===== src/rtl/alu_pkg.sv =====
// Shared constants for the iterative ALU: opcodes, FSM encoding and default width.
package alu_pkg;

  localparam int ALU_WIDTH_DEFAULT = 32;

  localparam logic [3:0] OP_ADD  = 4'd0;
  localparam logic [3:0] OP_SUB  = 4'd1;
  localparam logic [3:0] OP_NOT  = 4'd2;
  localparam logic [3:0] OP_AND  = 4'd3;
  localparam logic [3:0] OP_OR   = 4'd4;
  localparam logic [3:0] OP_XOR  = 4'd5;
  localparam logic [3:0] OP_SLT  = 4'd6;
  localparam logic [3:0] OP_SEQ  = 4'd7;
  localparam logic [3:0] OP_SLTU = 4'd8;
  localparam logic [3:0] OP_MUL  = 4'd9;

  typedef enum logic [1:0] {
    S_IDLE = 2'd0,
    S_BUSY = 2'd1,
    S_DONE = 2'd2
  } state_e;

endpackage


===== src/rtl/alu_mul_iter.sv =====
// Unsigned shift-add multiplier, one multiplier bit per cycle for WIDTH cycles.
// product carries the final sum combinationally in the cycle done is high.
module alu_mul_iter #(
  parameter int WIDTH = 32
) (
  input  logic                 clk,
  input  logic                 rst_n,
  input  logic                 start,
  input  logic [WIDTH-1:0]     a,
  input  logic [WIDTH-1:0]     b,
  output logic                 busy,
  output logic                 done,
  output logic [2*WIDTH-1:0]   product
);

  localparam int CW = $clog2(WIDTH);
  localparam logic [CW-1:0] CNT_LAST = CW'(WIDTH - 1);

  logic                 busy_q, busy_d;
  logic [CW-1:0]        cnt_q, cnt_d;
  logic [2*WIDTH-1:0]   mcand_q, mcand_d;
  logic [WIDTH-1:0]     mplier_q, mplier_d;
  logic [2*WIDTH-1:0]   acc_q, acc_d;
  logic [2*WIDTH-1:0]   acc_next;

  assign acc_next = acc_q + (mplier_q[0] ? mcand_q : '0);
  assign busy     = busy_q;
  assign done     = busy_q && (cnt_q == CNT_LAST);
  assign product  = acc_next;

  always_comb begin
    busy_d   = busy_q;
    cnt_d    = cnt_q;
    mcand_d  = mcand_q;
    mplier_d = mplier_q;
    acc_d    = acc_q;
    if (start) begin
      busy_d   = 1'b1;
      cnt_d    = '0;
      mcand_d  = {{WIDTH{1'b0}}, a};
      mplier_d = b;
      acc_d    = '0;
    end else if (busy_q) begin
      acc_d    = acc_next;
      mcand_d  = mcand_q << 1;
      mplier_d = mplier_q >> 1;
      if (cnt_q == CNT_LAST) begin
        busy_d = 1'b0;
        cnt_d  = '0;
      end else begin
        cnt_d  = cnt_q + 1'b1;
      end
    end
  end

  always_ff @(posedge clk or negedge rst_n) begin
    if (!rst_n) begin
      busy_q   <= 1'b0;
      cnt_q    <= '0;
      mcand_q  <= '0;
      mplier_q <= '0;
      acc_q    <= '0;
    end else begin
      busy_q   <= busy_d;
      cnt_q    <= cnt_d;
      mcand_q  <= mcand_d;
      mplier_q <= mplier_d;
      acc_q    <= acc_d;
    end
  end

endmodule


===== src/rtl/alu_iter.sv =====
// Handshaked WIDTH-bit ALU with registered result/flags; define ALU_MUL_EN
// to enable the iterative multiplier on opcode 9 (otherwise it is illegal).
//
// state  | meaning
// S_IDLE | no result held, ready for an operation
// S_BUSY | multiplier iterating, producer stalled
// S_DONE | result and flags held until out_ready
module alu_iter
  import alu_pkg::*;
#(
  parameter int WIDTH = ALU_WIDTH_DEFAULT
) (
  input  logic             clk,
  input  logic             rst_n,
  input  logic             in_valid,
  output logic             in_ready,
  input  logic [3:0]       op,
  input  logic [WIDTH-1:0] a,
  input  logic [WIDTH-1:0] b,
  output logic             out_valid,
  input  logic             out_ready,
  output logic [WIDTH-1:0] result,
  output logic             zero,
  output logic             overflow,
  output logic             carry,
  output logic             err
);

  localparam int MSB = WIDTH - 1;

  state_e           state_q, state_d;
  logic [WIDTH-1:0] result_q, result_d;
  logic             zero_q, zero_d;
  logic             ovf_q, ovf_d;
  logic             carry_q, carry_d;
  logic             err_q, err_d;
  logic             out_valid_q, out_valid_d;

  logic             accept;
  logic [WIDTH:0]   sum;
  logic [WIDTH-1:0] diff;
  logic [WIDTH-1:0] op_res;
  logic             op_ovf, op_carry, op_err, op_is_mul;

`ifdef ALU_MUL_EN
  logic                mul_start;
  logic                mul_busy;
  logic                mul_done;
  logic [2*WIDTH-1:0]  mul_product;

  alu_mul_iter #(.WIDTH(WIDTH)) u_mul (
    .clk     (clk),
    .rst_n   (rst_n),
    .start   (mul_start),
    .a       (a),
    .b       (b),
    .busy    (mul_busy),
    .done    (mul_done),
    .product (mul_product)
  );
`endif

  assign in_ready  = (state_q == S_IDLE) || ((state_q == S_DONE) && out_ready);
  assign accept    = in_valid && in_ready;
  assign out_valid = out_valid_q;
  assign result    = result_q;
  assign zero      = zero_q;
  assign overflow  = ovf_q;
  assign carry     = carry_q;
  assign err       = err_q;

  always_comb begin
    sum       = {1'b0, a} + {1'b0, b};
    diff      = a - b;
    op_res    = '0;
    op_ovf    = 1'b0;
    op_carry  = 1'b0;
    op_err    = 1'b0;
    op_is_mul = 1'b0;
    case (op)
      OP_ADD: begin
        op_res   = sum[WIDTH-1:0];
        op_carry = sum[WIDTH];
        op_ovf   = (a[MSB] == b[MSB]) && (sum[MSB] != a[MSB]);
      end
      OP_SUB: begin
        op_res   = diff;
        op_carry = (a < b);
        op_ovf   = (a[MSB] != b[MSB]) && (diff[MSB] != a[MSB]);
      end
      OP_NOT:  op_res = ~a;
      OP_AND:  op_res = a & b;
      OP_OR:   op_res = a | b;
      OP_XOR:  op_res = a ^ b;
      OP_SLT:  op_res[0] = ($signed(a) < $signed(b));
      OP_SEQ:  op_res[0] = (a == b);
      OP_SLTU: op_res[0] = (a < b);
`ifdef ALU_MUL_EN
      OP_MUL:  op_is_mul = 1'b1;
`endif
      default: op_err = 1'b1;
    endcase
  end

  always_comb begin
    state_d  = state_q;
    result_d = result_q;
    zero_d   = zero_q;
    ovf_d    = ovf_q;
    carry_d  = carry_q;
    err_d    = err_q;
`ifdef ALU_MUL_EN
    mul_start = 1'b0;
`endif
    case (state_q)
      S_IDLE, S_DONE: begin
        if (accept) begin
          if (op_is_mul) begin
            state_d = S_BUSY;
`ifdef ALU_MUL_EN
            mul_start = 1'b1;
`endif
          end else begin
            state_d  = S_DONE;
            result_d = op_res;
            zero_d   = (op_res == '0);
            ovf_d    = op_ovf;
            carry_d  = op_carry;
            err_d    = op_err;
          end
        end else if ((state_q == S_DONE) && out_ready) begin
          state_d = S_IDLE;
        end
      end
`ifdef ALU_MUL_EN
      S_BUSY: begin
        if (mul_done) begin
          state_d  = S_DONE;
          result_d = mul_product[WIDTH-1:0];
          zero_d   = (mul_product[WIDTH-1:0] == '0);
          ovf_d    = |mul_product[2*WIDTH-1:WIDTH];
          carry_d  = 1'b0;
          err_d    = 1'b0;
        end else if (!mul_busy) begin
          // Multiplier lost its operation; drop back rather than stall forever.
          state_d = S_IDLE;
        end
      end
`endif
      default: state_d = S_IDLE;
    endcase
    out_valid_d = (state_d == S_DONE);
  end

  always_ff @(posedge clk or negedge rst_n) begin
    if (!rst_n) begin
      state_q     <= S_IDLE;
      result_q    <= '0;
      zero_q      <= 1'b0;
      ovf_q       <= 1'b0;
      carry_q     <= 1'b0;
      err_q       <= 1'b0;
      out_valid_q <= 1'b0;
    end else begin
      state_q     <= state_d;
      result_q    <= result_d;
      zero_q      <= zero_d;
      ovf_q       <= ovf_d;
      carry_q     <= carry_d;
      err_q       <= err_d;
      out_valid_q <= out_valid_d;
    end
  end

endmodule


===== config.mk =====
export PLATFORM = sky130hd
export DESIGN_NAME = alu_iter
export DESIGN_NICKNAME = d
export VERILOG_FILES = /design/src/rtl/alu_pkg.sv /design/src/rtl/alu_mul_iter.sv /design/src/rtl/alu_iter.sv
export SDC_FILE = /design/constraint.sdc
export NUM_CORES = 1
export LEC_CHECK = 0
export CORE_MARGIN = 5
export CORE_UTILIZATION = 60
export CTS_CLUSTER_DIAMETER = 100
export DETAILED_ROUTE_END_ITERATION = 6
export DONT_BUFFER_PORTS = 1
export GPL_TIMING_DRIVEN = 0
export PLACE_DENSITY_LB_ADDON = 0.08
export SETUP_SLACK_MARGIN = 0.15
export SLEW_MARGIN = 5
export SYNTH_ARGS = -nofsm -noshare
export SYNTH_HDL_FRONTEND = slang
export SYNTH_SLANG_ARGS = --single-unit

===== constraint.sdc =====
create_clock -name clk -period 5.7 [get_ports clk]
set_input_delay 1.425 -clock clk [delete_from_list [all_inputs] [get_ports clk]]
set_output_delay 1.425 -clock clk [all_outputs]
set_load 0.01 [all_outputs]

======== Word level (Yosys, flattened, before mapping) ========
Index checks and enable logic that the tools add are counted.
Widths: inputs -> output; s select.
operators by class
  add/sub/neg operators ................... 2
  $lt $le $gt $ge ......................... 2
  eq/ne operators ......................... 15
  multiplexer cells ....................... 8
  bitwise operators ....................... 4
  reductions and logical operators ........ 11
operator list
  operator            number
  $pmux 31 s6         1
  $lt 32x32->1        2
  $add 32x32->33      1
  $and 32x32->32      1
  $eq 32x32->1        1
  $logic_not 32->1    1
  $not 32->32         1
  $or 32x32->32       1
  $sub 32x32->32      1
  $xor 32x32->32      1
  $eq 4x3->1 const B  4
  $pmux 1 s9          1
  $reduce_or 9->1     1
  $eq 4x2->1 const B  2
  $mux 2              3
  $eq 2x2->1 const B  2
  $eq 4x1->1 const B  1
  $eq 4x4->1 const B  1
  $logic_and 1x1->1   4
  $logic_not 4->1     1
  $pmux 1 s2          2
  $ne 1x1->1          3
  $logic_not 2->1     1
  $reduce_and 2->1    1
  other kinds (4)     4
word-level totals
  register bits ........................... 39
  input bits .............................. 72
  output and inout port bits .............. 38
  logic and storage cells ................. 49

======== Longest topological paths before layout ========
Gate-level depths: netlist (run 1).
  word-level depth ........................ 7
  gate-level depth with buffers ........... 15
  mapped depth without buffers ............ 15

======== Least setup slack after synthesis (run 1) ========
Ideal clock, no wire load.
  path kind ............................... input to register
  start point ............................. in a[0]
  end point ............................... reg zero_q (netlist: zero)
  library setup time ...................... 0.103 ns
  arrival time ............................ 4.442 ns
  data required time ...................... 5.597 ns
  setup slack ............................. 1.155 ns
  stages on the path ...................... 14
  path buffers ............................ 1
  cells stage by stage .................... ha_1 > fa_1 > a21o_1 > a221o_1 > buf_6 > a2111oi_2 > o21ai_1 > a221oi_4 > nor2_2 > nor4b_2 > o211ai_1 > nor4_1 > nand4_1 > o41ai_2
on the way
  word-level cells in the longest chain between the ends .. 3
  elaborated cells between the ends (all ways) .. 12
  those cells by class .................... add/sub (2); order compare (2); eq/ne (1); mux (2); bitwise (4); reduce/logical (1)
ends and longest elaborated chain
  what                                       RTL line         source
  start: declaration                         alu_iter.sv:18   input logic [WIDTH-1:0] a,
  $sub 32x32->32 (tied with other cells)     alu_iter.sv:74   diff = a - b;
  $pmux 1 s9 or $pmux 31 s6 (tied branches)  alu_iter.sv:80   case (op)
  $logic_not 32->1 (*)                       alu_iter.sv:126  zero_d = (op_res == '0);
  end signal: assignment                     alu_iter.sv:167  zero_q <= zero_d;
  end: declaration                           alu_iter.sv:33   logic zero_q, zero_d;
Mark *: on every way between the ends. The rest lies on a longest branch, timed or not.
A chain may end at the register's enable or synchronous reset.

======== Final worst setup path (run 1) ========
  start point ............................. in op[0]
  end point ............................... reg result_q[25] (netlist: result[25])
on the way
  word-level cells in the longest chain between the ends .. 2
  elaborated cells between the ends (all ways) .. 7
  those cells by class .................... eq/ne (5); mux (1); reduce/logical (1)
ends and longest elaborated chain
  what                                RTL line         source
  start: declaration                  alu_iter.sv:17   input logic [3:0] op,
  $eq 4x3->1 (tied with other cells)  alu_iter.sv:80
  $pmux 31 s6 (*)                     alu_iter.sv:80
  end signal: assignment              alu_iter.sv:166  result_q <= result_d;
  end: declaration                    alu_iter.sv:32   logic [WIDTH-1:0] result_q, result_d;
Marked as above.

==> impl_metrics.json, run 1 <==
{
  "synth_edf_count": 0,
  "dieHeight_um": 122,
  "wl_met2_mm": 11.6,
  "fin_area_um2": 7920,
  "crit_slowest_cell": "nor4bb_2",
  "dp_hpwl_mm": 22.3,
  "wl_met3_mm": 4.68,
  "slew_headroom": 0.0823,
  "wirelength_mm": 28.5,
  "antenna_left": 0,
  "grt_pass1_wl_mm": 43.9,
  "wire_per_inst_um": 23.4,
  "diodes": 0,
  "final.setup_skew_ns": 0.00363,
  "status": "completed",
  "ys_top_cells_by_area": "ha_1 16%, dfrtp_1 13%, inv_1 5.7%",
  "top_layer": "met4",
  "die_w_um": 122,
  "drt_iter0_markers": 1076,
  "numPortBuffers": 0,
  "syn_avg_cell_area_um2": 7.21,
  "hold_path.class": "register to register",
  "rows": 40,
  "first_pass_iters": 6,
  "cts.path.max_buffers": 2,
  "synth_top_area_frac": 0.160,
  "max_freq_mhz": 180,
  "endpoint_kind": "register",
  "critPathLaunchType": "primary input",
  "synth-seq-area-share": 0.130,
  "drive_gt1_frac": 0.0782,
  "synth_warnings": 0,
  "vias": 8653,
  "synth_ff_type": "dfrtp_1",
  "cts.htree.levels": 2,
  "rrSetupSlack_ns": 2.19,
  "boundaryPins": 110,
  "cpMostUsedCell": "buf_2",
  "holdBufCountCts": 0,
  "die-area_um2": 14800,
  "fin_crit_ns": 5.56,
  "p_per_area_nw_per_um2": 175,
  "drv_cap": 0,
  "critPathMaxFanout": 10,
  "dpl_cell_area_um2": 7730,
  "hold_viol": 0,
  "syn_to_final_growth_pct": 5.87,
  "yosys.area.top_type": "ha_1",
  "yosysMostFrequentCell": "inv_1",
  "drc": 0,
  "tns_ns": 0,
  "synth_cell_types": 89,
  "grt-ovfl-total": 0,
  "worst_pin_slew_ns": 1.36,
  "grt_pass1_vias": 8102,
  "ys_seq_elements": 39,
  "grt_max_degree": 40,
  "syn_area_um2": 7480,
  "cts_inserted_buffers": 5,
  "fin_util": 0.654,
  "clockRootBuffer": "clkbuf_16",
  "rsz0062_at_grt": "true",
  "cts_tree": "done",
  "worstPathArrival_ns": 5.78,
  "syn-num-nets": 1208,
  "start_util": 0.618,
  "fillers": 1103,
  "placeableCoreArea_um2": 12100,
  "clkTransAtPathRegs_ns": 0.05,
  "gp_congestion": 1.05,
  "synthTopCellsByCount": "114 x inv_1, 96 x ha_1, 84 x nor2_1, 79 x a21oi_1, 72 x nand2_1",
  "ir_drop_mv": 0.0985,
  "syn_inst": 1038,
  "p_leak_nw": 3.55,
  "finalPower_mw": 1.39,
  "antenna_found_initial": 0,
  "nets": 1217,
  "max_stage_delay_ns": 0.86,
  "setup_viol": 0,
  "final_max_slew_viol_count": 0,
  "m1WireLength_mm": 11.0,
  "vias_per_cell": 7.12,
  "crit_chain": "buf_2 -> buf_2 -> nor4bb_2 -> buf_2 -> buf_2 -> buf_1 -> a22oi_1 -> o21ai_0 -> nor2_1 -> o21ai_0 -> mux2i_1 -> o21ai_0 -> mux2_2",
  "async_flop_share": 1.00,
  "crit_required_ns": 5.92,
  "critPathKind": "primary input to register",
  "finalCritPeriodShare": 0.975,
  "cts_sinks": 39,
  "track_usage": 0.378,
  "clk_latency_ns": 0.29
}
path summary, 6_finish.rpt:
| path | from | end | cells after the start |
|---|---|---|---|
| min in group asynchronous | rst_n | result[7]$_DFFE_PN0P_ | 0 |
| setup / recovery | op[0] | result[25]$_DFFE_PN0P_ | 13 |
| hold / removal | state_q[0]$_DFF_PN0_ | state_q[1]$_DFF_PN0_ | 1 |
| setup reg to reg | state_q[1]$_DFF_PN0_ | zero$_DFFE_PN0P_ | 12 |
| max in group asynchronous | rst_n | result[23]$_DFFE_PN0P_ | 0 |
| hold reg to reg | state_q[0]$_DFF_PN0_ | state_q[1]$_DFF_PN0_ | 1 |
per-stage QoR:
step | hold slack, ns | setup slack (ns) | std cells
floorplan | 0.441 | 1.15 | 1038
global placement | 0.468 | -0.122 | 1206
detailed placement | 0.487 | -0.148 | 1208
CTS | 0.495 | 0.378 | 1216
global route | 0.517 | 0.145 | 1216
finish | 0.490 | 0.140 | 1216
layer usage:
metal | GRT usage | vias up
li1 | - | 3891
met1 | 0.512 | 3980
met2 | 0.545 | 676
met3 | 0.130 | 106
met4 | 0.156 | 0
met5 | 0 | -
cell families (layout without fill, tap and decap cells):
| group | count (synthesis) | after routing | synth area share |
|---|---|---|---|
| other | 1 | 1 | 0.000501 |
| AND/OR/NAND/NOR | 323 | 323 | 0.221 |
| flip-flops | 39 | 39 | 0.130 |
| multiplexers | 14 | 14 | 0.0206 |
| AO/OA/AOI/OAI | 380 | 380 | 0.361 |
| buffers and inverters | 179 | 189 | 0.0956 |
| adder cells (fa/ha/maj) | 98 | 98 | 0.166 |
| XOR/XNOR | 4 | 4 | 0.00468 |
where the power goes:
| group | internal [mW] | switching, mW | total, mW | leakage, nW |
|---|---|---|---|---|
| logic | 0.236 | 0.445 | 0.680 | 2.96 |
| clock network | 0.217 | 0.106 | 0.323 | 0.0868 |
| registers | 0.327 | 0.0575 | 0.384 | 0.495 |
timing repair:
item / CTS / global route
resized for setup: 1 / 5
setup buffers: 0 / 0
pin swaps: 0 / 0
endpoints found under the hold margin: 0 / 0
endpoints found under the setup margin: 1 / 2
area by class of cell:
type	instances	area, um^2	share of cell area
Multi-Input combinational cell	820	5830	0.735
Sequential cell	39	976	0.123
Inverter	114	428	0.0540
Buffer	65	290	0.0366
Tap cell	168	210	0.0265
Clock buffer	6	139	0.0175
Clock inverter	2	35.0	0.00442
Timing Repair Buffer	2	18.8	0.00237
worst max-delay path: cells and delay by family:
| family | cells | cell delay (ns) |
|---|---|---|
| and+or+nand+nor | 2 | 0.92 |
| muxes | 2 | 0.36 |
| buffers and inverters | 5 | 2.17 |
| AOI/OAI and AO/OA | 4 | 0.89 |
sequential cells by signal, indices dropped and copies added (netlist names):
| register | flops |
|---|---|
| carry | 1 |
| err | 1 |
| out_valid | 1 |
| overflow | 1 |
| result | 32 |
| state_q | 2 |
| zero | 1 |
cells in the final DEF (no fill, tap or decap), types with 7 or more instances in the layout:
cell type  count
a211oi_1      17
a21o_1        18
a21oi_1       79
a221oi_1      11
a22oi_1       16
a31oi_1       16
and3_1         7
buf_2         20
clkbuf_1      34
dfrtp_1       39
ha_1          96
inv_1        114
mux2_2        11
nand2_1       72
nand2b_1      14
nand3_1       17
nand4_1       22
nor2_1        84
nor2b_1       12
nor3_1        32
nor4_1        14
o2111ai_1      8
o211ai_1      15
o21a_1         8
o21ai_0       60
o21bai_1       8
o221ai_1       8
o22ai_1       11
o31ai_1       18
or2_2          7
Note: power is estimated with default switching activity, not from simulation.
==> run 2: changes to the inputs <==
--- a/config.mk
+++ b/config.mk
@@ -13,7 +13,7 @@
 export GPL_TIMING_DRIVEN = 0
 export PLACE_DENSITY_LB_ADDON = 0.08
 export SETUP_SLACK_MARGIN = 0.15
-export SLEW_MARGIN = 5
+export SLEW_MARGIN = 20
 export SYNTH_ARGS = -nofsm -noshare
 export SYNTH_HDL_FRONTEND = slang
 export SYNTH_SLANG_ARGS = --single-unit
==> run 2 against run 1 <==
Clock skew about the same. Design area grew 0.14%. Clock-buffer cell count did not move. Sequential share of layout area about the same. First-iteration DRC count up 23%. Sequential cell count is the same. Routed wire length up 0.34%. Register-to-register slack better by 0.17 ns. Highest routed layer unchanged.
==> impl_metrics.json, run 2 (synthesis results as in run 1) <==
{
  "drive_gt1_frac": 0.0792,
  "place_ws_ns": 0.0900,
  "worstPathArrival_ns": 5.75,
  "cts-resized-gates": 0,
  "min-delay-start": "state_q[0]$_DFF_PN0_",
  "grt_pass1_wl_mm": 44.2,
  "rows": 40,
  "rsz0062_at_grt": "false",
  "worst_pin_slew_ns": 0.959,
  "start_util": 0.618,
  "crit_slowest_cell": "nor4bb_2",
  "layout_setup_ws_ns": 0.169,
  "grt_pass1_vias": 8105,
  "clockRootBuffer": "clkbuf_16",
  "syn_to_final_growth_pct": 6.02,
  "largest_register_ffs": 32,
  "wirelength_mm": 28.6,
  "status": "completed",
  "endpoint_kind": "register",
  "diodes": 0,
  "setup_viol": 0,
  "drc": 0,
  "ir_drop_mv": 0.141,
  "mostFrequentLayoutCell": "inv_1",
  "critPathLaunchType": "primary input",
  "vias": 8689,
  "cts_inserted_buffers": 5,
  "critPathMaxFanout": 10,
  "grt_max_degree": 40,
  "cts_tree": "done",
  "cts_setup_buffers": 0,
  "slew_headroom": 0.351,
  "vias_per_cell": 7.15,
  "rr_startpoint": "state_q[1]$_DFF_PN0_",
  "cpMostUsedCell": "buf_2",
  "clk_latency_ns": 0.28,
  "crit_required_ns": 5.91,
  "max_stage_delay_ns": 0.88,
  "final.setup_skew_ns": 0.00399,
  "worstHoldEndpoint": "state_q[1]$_DFF_PN0_",
  "first_pass_iters": 7,
  "rrSetupSlack_ns": 2.36,
  "clkTransAtPathRegs_ns": 0.05,
  "crit_chain": "buf_2 -> buf_2 -> nor4bb_2 -> buf_2 -> buf_2 -> buf_1 -> a22oi_1 -> o21ai_0 -> nor2_1 -> o21ai_0 -> mux2i_1 -> o21ai_0 -> mux2_2",
  "nets": 1217,
  "tns_ns": 0,
  "max_freq_mhz": 181,
  "grt-ovfl-total": 0,
  "fin_crit_ns": 5.53,
  "p_per_area_nw_per_um2": 174,
  "boundaryPins": 110,
  "critPathKind": "primary input to register",
  "holdBufCountCts": 0,
  "dp_hpwl_mm": 22.4,
  "drv_cap": 0,
  "cts_sinks": 39,
  "wire_per_inst_um": 23.5,
  "drt_iter0_markers": 1327,
  "r2r-end": "zero$_DFFE_PN0P_",
  "p_leak_nw": 3.55,
  "layout_common_cells": "114 x inv_1, 96 x ha_1, 84 x nor2_1",
  "cts.htree.levels": 2,
  "placeableCoreArea_um2": 12100,
  "hold_path.class": "register to register",
  "gp_congestion": 1.05,
  "fillers": 1139,
  "whs_path_depth": 1,
  "hold_viol": 0,
  "antenna_left": 0,
  "die-area_um2": 14800,
  "antenna_found_initial": 0,
  "finalCritPeriodShare": 0.970,
  "die_w_um": 122,
  "final_max_slew_viol_count": 0,
  "r2r_cells": 12,
  "track_usage": 0.379,
  "cts.path.max_buffers": 2,
  "dieHeight_um": 122,
  "numPortBuffers": 0
}
==> run 2: cell count changes in the layout (fill, tap and decap cells not counted), sizes merged <==
cell,before,now
buf,31,32
clkbuf,42,41
==> run 2: stage by stage <==
stage | cell area, um^2 | util | power [mW] | instances | hold WS (ns)
after detailed placement | 7750 | 0.640 | 1.03 | 1209 | 0.487
after floorplan | 7480 | - | 0.856 | 1038 | 0.441
after global routing | 7940 | 0.655 | 1.46 | 1216 | 0.517
after global placement | 7690 | 0.635 | 1.02 | 1206 | 0.468
after CTS | 7930 | 0.654 | 1.36 | 1217 | 0.495
final | 7940 | 0.655 | 1.38 | 1216 | 0.491
==> run 2: per-layer routing <==
metal / routed length (um) / GRT usage / up-vias
met2: 11800 / 0.561 / 676
li1: - / - / 3896
met5: 0 / 0 / -
met3: 4450 / 0.134 / 96
met1: 11300 / 0.506 / 4021
met4: 1020 / 0.144 / 0
==> run 2: layout make-up <==
cell class,instances,area (um^2),share of cell area
buffer,64,284,0.0358
multi-input combinational,820,5840,0.736
timing repair buffer,3,23.8,0.00300
clock buffer,6,139,0.0175
tap,168,210,0.0265
clock inverter,2,35.0,0.00442
sequential,39,976,0.123
inverter,114,428,0.0539
==> run 2: where the power goes <==
part           leakage [nW]  internal [mW]  switching (mW)
logic                  2.97          0.236           0.445
clock network        0.0868          0.217           0.102
registers             0.495          0.327          0.0581
total                  3.55          0.779           0.605
==> run 2: worst max-delay path: cells and delay by family <==
kind,cells,cell delay (ns)
AND/OR/NAND/NOR,2,0.94
AO/OA/AOI/OAI,4,0.89
multiplexers,2,0.37
buffers and inverters,5,2.11
==> run 2: how the worst max path moves through the flow <==
stage               depth (start not counted)  slack (ns)   from                endpoint
finish                                     13        0.17  op[0]  result[25]$_DFFE_PN0P_
global route                               13        0.20  op[0]  result[25]$_DFFE_PN0P_
CTS                                        11        0.34  op[3]        zero$_DFFE_PN0P_
detailed placement                         11        0.09  op[3]        zero$_DFFE_PN0P_
global placement                           13       -0.12  op[0]  result[25]$_DFFE_PN0P_
floorplan                                  14        1.15   a[0]        zero$_DFFE_PN0P_
==> run 3: changes to the inputs <==
--- a/config.mk
+++ b/config.mk
@@ -6,7 +6,7 @@
 export NUM_CORES = 1
 export LEC_CHECK = 0
 export CORE_MARGIN = 5
-export CORE_UTILIZATION = 60
+export CORE_UTILIZATION = 56
 export CTS_CLUSTER_DIAMETER = 100
 export DETAILED_ROUTE_END_ITERATION = 6
 export DONT_BUFFER_PORTS = 1
==> run 3 against run 2 <==
Cell count grew 0.74%. Non-clock buffer count grew 1. Register-to-register slack lost 0.15 ns. Die area grew 6.5%. Critical path type unchanged. Clock-buffer cell count grew 1. First-iteration DRC count shrank 12%. Maximum frequency shrank 0.66%. Critical path depth shrank 2. Design area shrank 0.24%. Total power shrank 4.4%.
==> impl_metrics.json, run 3 (synthesis results as in run 1) <==
{
  "critPathMaxFanout": 10,
  "gp_congestion": 0.985,
  "dp_hpwl_mm": 23.1,
  "nets": 1218,
  "vias": 8598,
  "final_max_slew_viol_count": 0,
  "r2r_cells": 12,
  "start_util": 0.567,
  "fin_area_um2": 7920,
  "fin_util": 0.600,
  "syn_to_final_growth_pct": 5.77,
  "cts_inserted_buffers": 5,
  "max_stage_delay_ns": 0.68,
  "track_usage": 0.356,
  "finalCritPeriodShare": 0.977,
  "antenna_found_initial": 0,
  "min-delay-start": "state_q[0]$_DFF_PN0_",
  "die-area_um2": 15800,
  "wire_per_inst_um": 23.9,
  "rsz0062_at_grt": "true",
  "drv_cap": 0,
  "layout_common_cells": "114 x inv_1, 96 x ha_1, 84 x nor2_1",
  "mostFrequentLayoutCell": "inv_1",
  "clkTransAtPathRegs_ns": 0.05,
  "p_leak_nw": 3.54,
  "boundaryPins": 110,
  "clk_latency_ns": 0.28,
  "diodes": 0,
  "critPathLaunchType": "primary input",
  "fin_crit_ns": 5.57,
  "antenna_left": 0,
  "max_freq_mhz": 180,
  "worst_pin_slew_ns": 0.955,
  "hold_viol": 0,
  "hold_path.class": "register to register",
  "setup_viol": 0,
  "grt_pass1_wl_mm": 45.2,
  "worstHoldEndpoint": "state_q[1]$_DFF_PN0_",
  "endpoint_kind": "register",
  "drive_gt1_frac": 0.0772,
  "cts.htree.levels": 2,
  "dpl_cell_area_um2": 7760,
  "rrSetupSlack_ns": 2.21,
  "ir_drop_mv": 0.103,
  "wirelength_mm": 29.3,
  "die_w_um": 126,
  "p_per_area_nw_per_um2": 167,
  "grt_max_degree": 40,
  "crit_slowest_cell": "clkbuf_1",
  "cts_tree": "done",
  "numPortBuffers": 0,
  "vias_per_cell": 7.02,
  "rr_startpoint": "state_q[1]$_DFF_PN0_",
  "rows": 42,
  "first_pass_iters": 6,
  "dieHeight_um": 126,
  "cp_top_family": "buffers and inverters",
  "cts.path.max_buffers": 2,
  "final.setup_skew_ns": 0.00381,
  "status": "completed",
  "grt_pass1_vias": 8033,
  "critPathKind": "primary input to register",
  "crit_chain": "buf_2 -> or4b_2 -> clkbuf_1 -> clkbuf_2 -> clkbuf_1 -> o22ai_1 -> a211oi_1 -> o21ai_0 -> nor4_1 -> nand4_1 -> o41ai_2",
  "cts_sinks": 39,
  "placeableCoreArea_um2": 13200,
  "grt-ovfl-total": 0,
  "clockRootBuffer": "clkbuf_16",
  "r2r-end": "zero$_DFFE_PN0P_",
  "largest_register_ffs": 32,
  "cts_setup_buffers": 0,
  "critPathBufInv": 4,
  "crit_required_ns": 5.88,
  "holdBufCountCts": 0,
  "cpMostUsedCell": "clkbuf_1",
  "whs_path_depth": 1,
  "drc": 0,
  "slew_headroom": 0.363,
  "worstPathArrival_ns": 5.75,
  "drt_iter0_markers": 1174
}
## run 3: cell type report
cell class              instances  area [um^2]
inverters                     114          428
plain buffers                  65          289
multi-input cells             820         5840
flip-flops and latches         39          976
repair buffers                  3         23.8
clock buffers                   7          133
clock inverters                 1         5.00
fillers                      1294         5270
well taps                     176          220
## run 3: worst max path at each step
stage               start                endpoint  slack [ns]  cells past startpoint
detailed placement  op[3]        zero$_DFFE_PN0P_       -0.14                     11
finish              op[3]        zero$_DFFE_PN0P_        0.13                     11
CTS                 op[3]        zero$_DFFE_PN0P_        0.16                     11
global placement    op[0]  result[25]$_DFFE_PN0P_       -0.17                     13
floorplan            a[0]        zero$_DFFE_PN0P_        1.15                     14
global route         a[0]        zero$_DFFE_PN0P_        0.09                     15
## run 3: metrics by stage
stage / hold slack, ns / TNS [ns] / setup slack (ns) / instances / power (mW)
after floorplan: 0.441 / 0 / 1.15 / 1038 / 0.856
after global routing: 0.504 / 0 / 0.0927 / 1225 / 1.41
after CTS: 0.481 / 0 / 0.162 / 1225 / 1.30
after global placement: 0.457 / -0.280 / -0.167 / 1214 / 1.03
after detailed placement: 0.471 / -0.141 / -0.141 / 1217 / 1.04
final: 0.481 / 0 / 0.132 / 1225 / 1.32
## run 3: where the power goes
| part | total [mW] | switching (mW) | internal, mW |
|---|---|---|---|
| logic | 0.679 | 0.443 | 0.236 |
| registers | 0.384 | 0.0577 | 0.327 |
| clock network | 0.261 | 0.0992 | 0.161 |
| total | 1.32 | 0.600 | 0.724 |
## run 3: what timing repair did
| item | 4_1_cts | 5_1_grt |
|---|---|---|
| endpoints found under the hold margin | 0 | 0 |
| resized for setup | 0 | 4 |
| endpoints found under the setup margin | 0 | 2 |
## run 3: per-layer routing
metal | wire length (um) | GRT usage | up-vias
li1 | - | - | 3895
met1 | 11900 | 0.499 | 3991
met2 | 11900 | 0.517 | 594
met3 | 4160 | 0.0948 | 118
met4 | 1300 | 0.147 | 0
met5 | 0 | 0 | -
## run 3: worst register-to-register path, delay by kind of cell, from the launching register on
| family | cells | cell delay (ns) |
|---|---|---|
| compound gates | 3 | 0.66 |
| buf+inv | 1 | 0.16 |
| simple gates | 8 | 2.22 |
| flops | 1 | 0.35 |
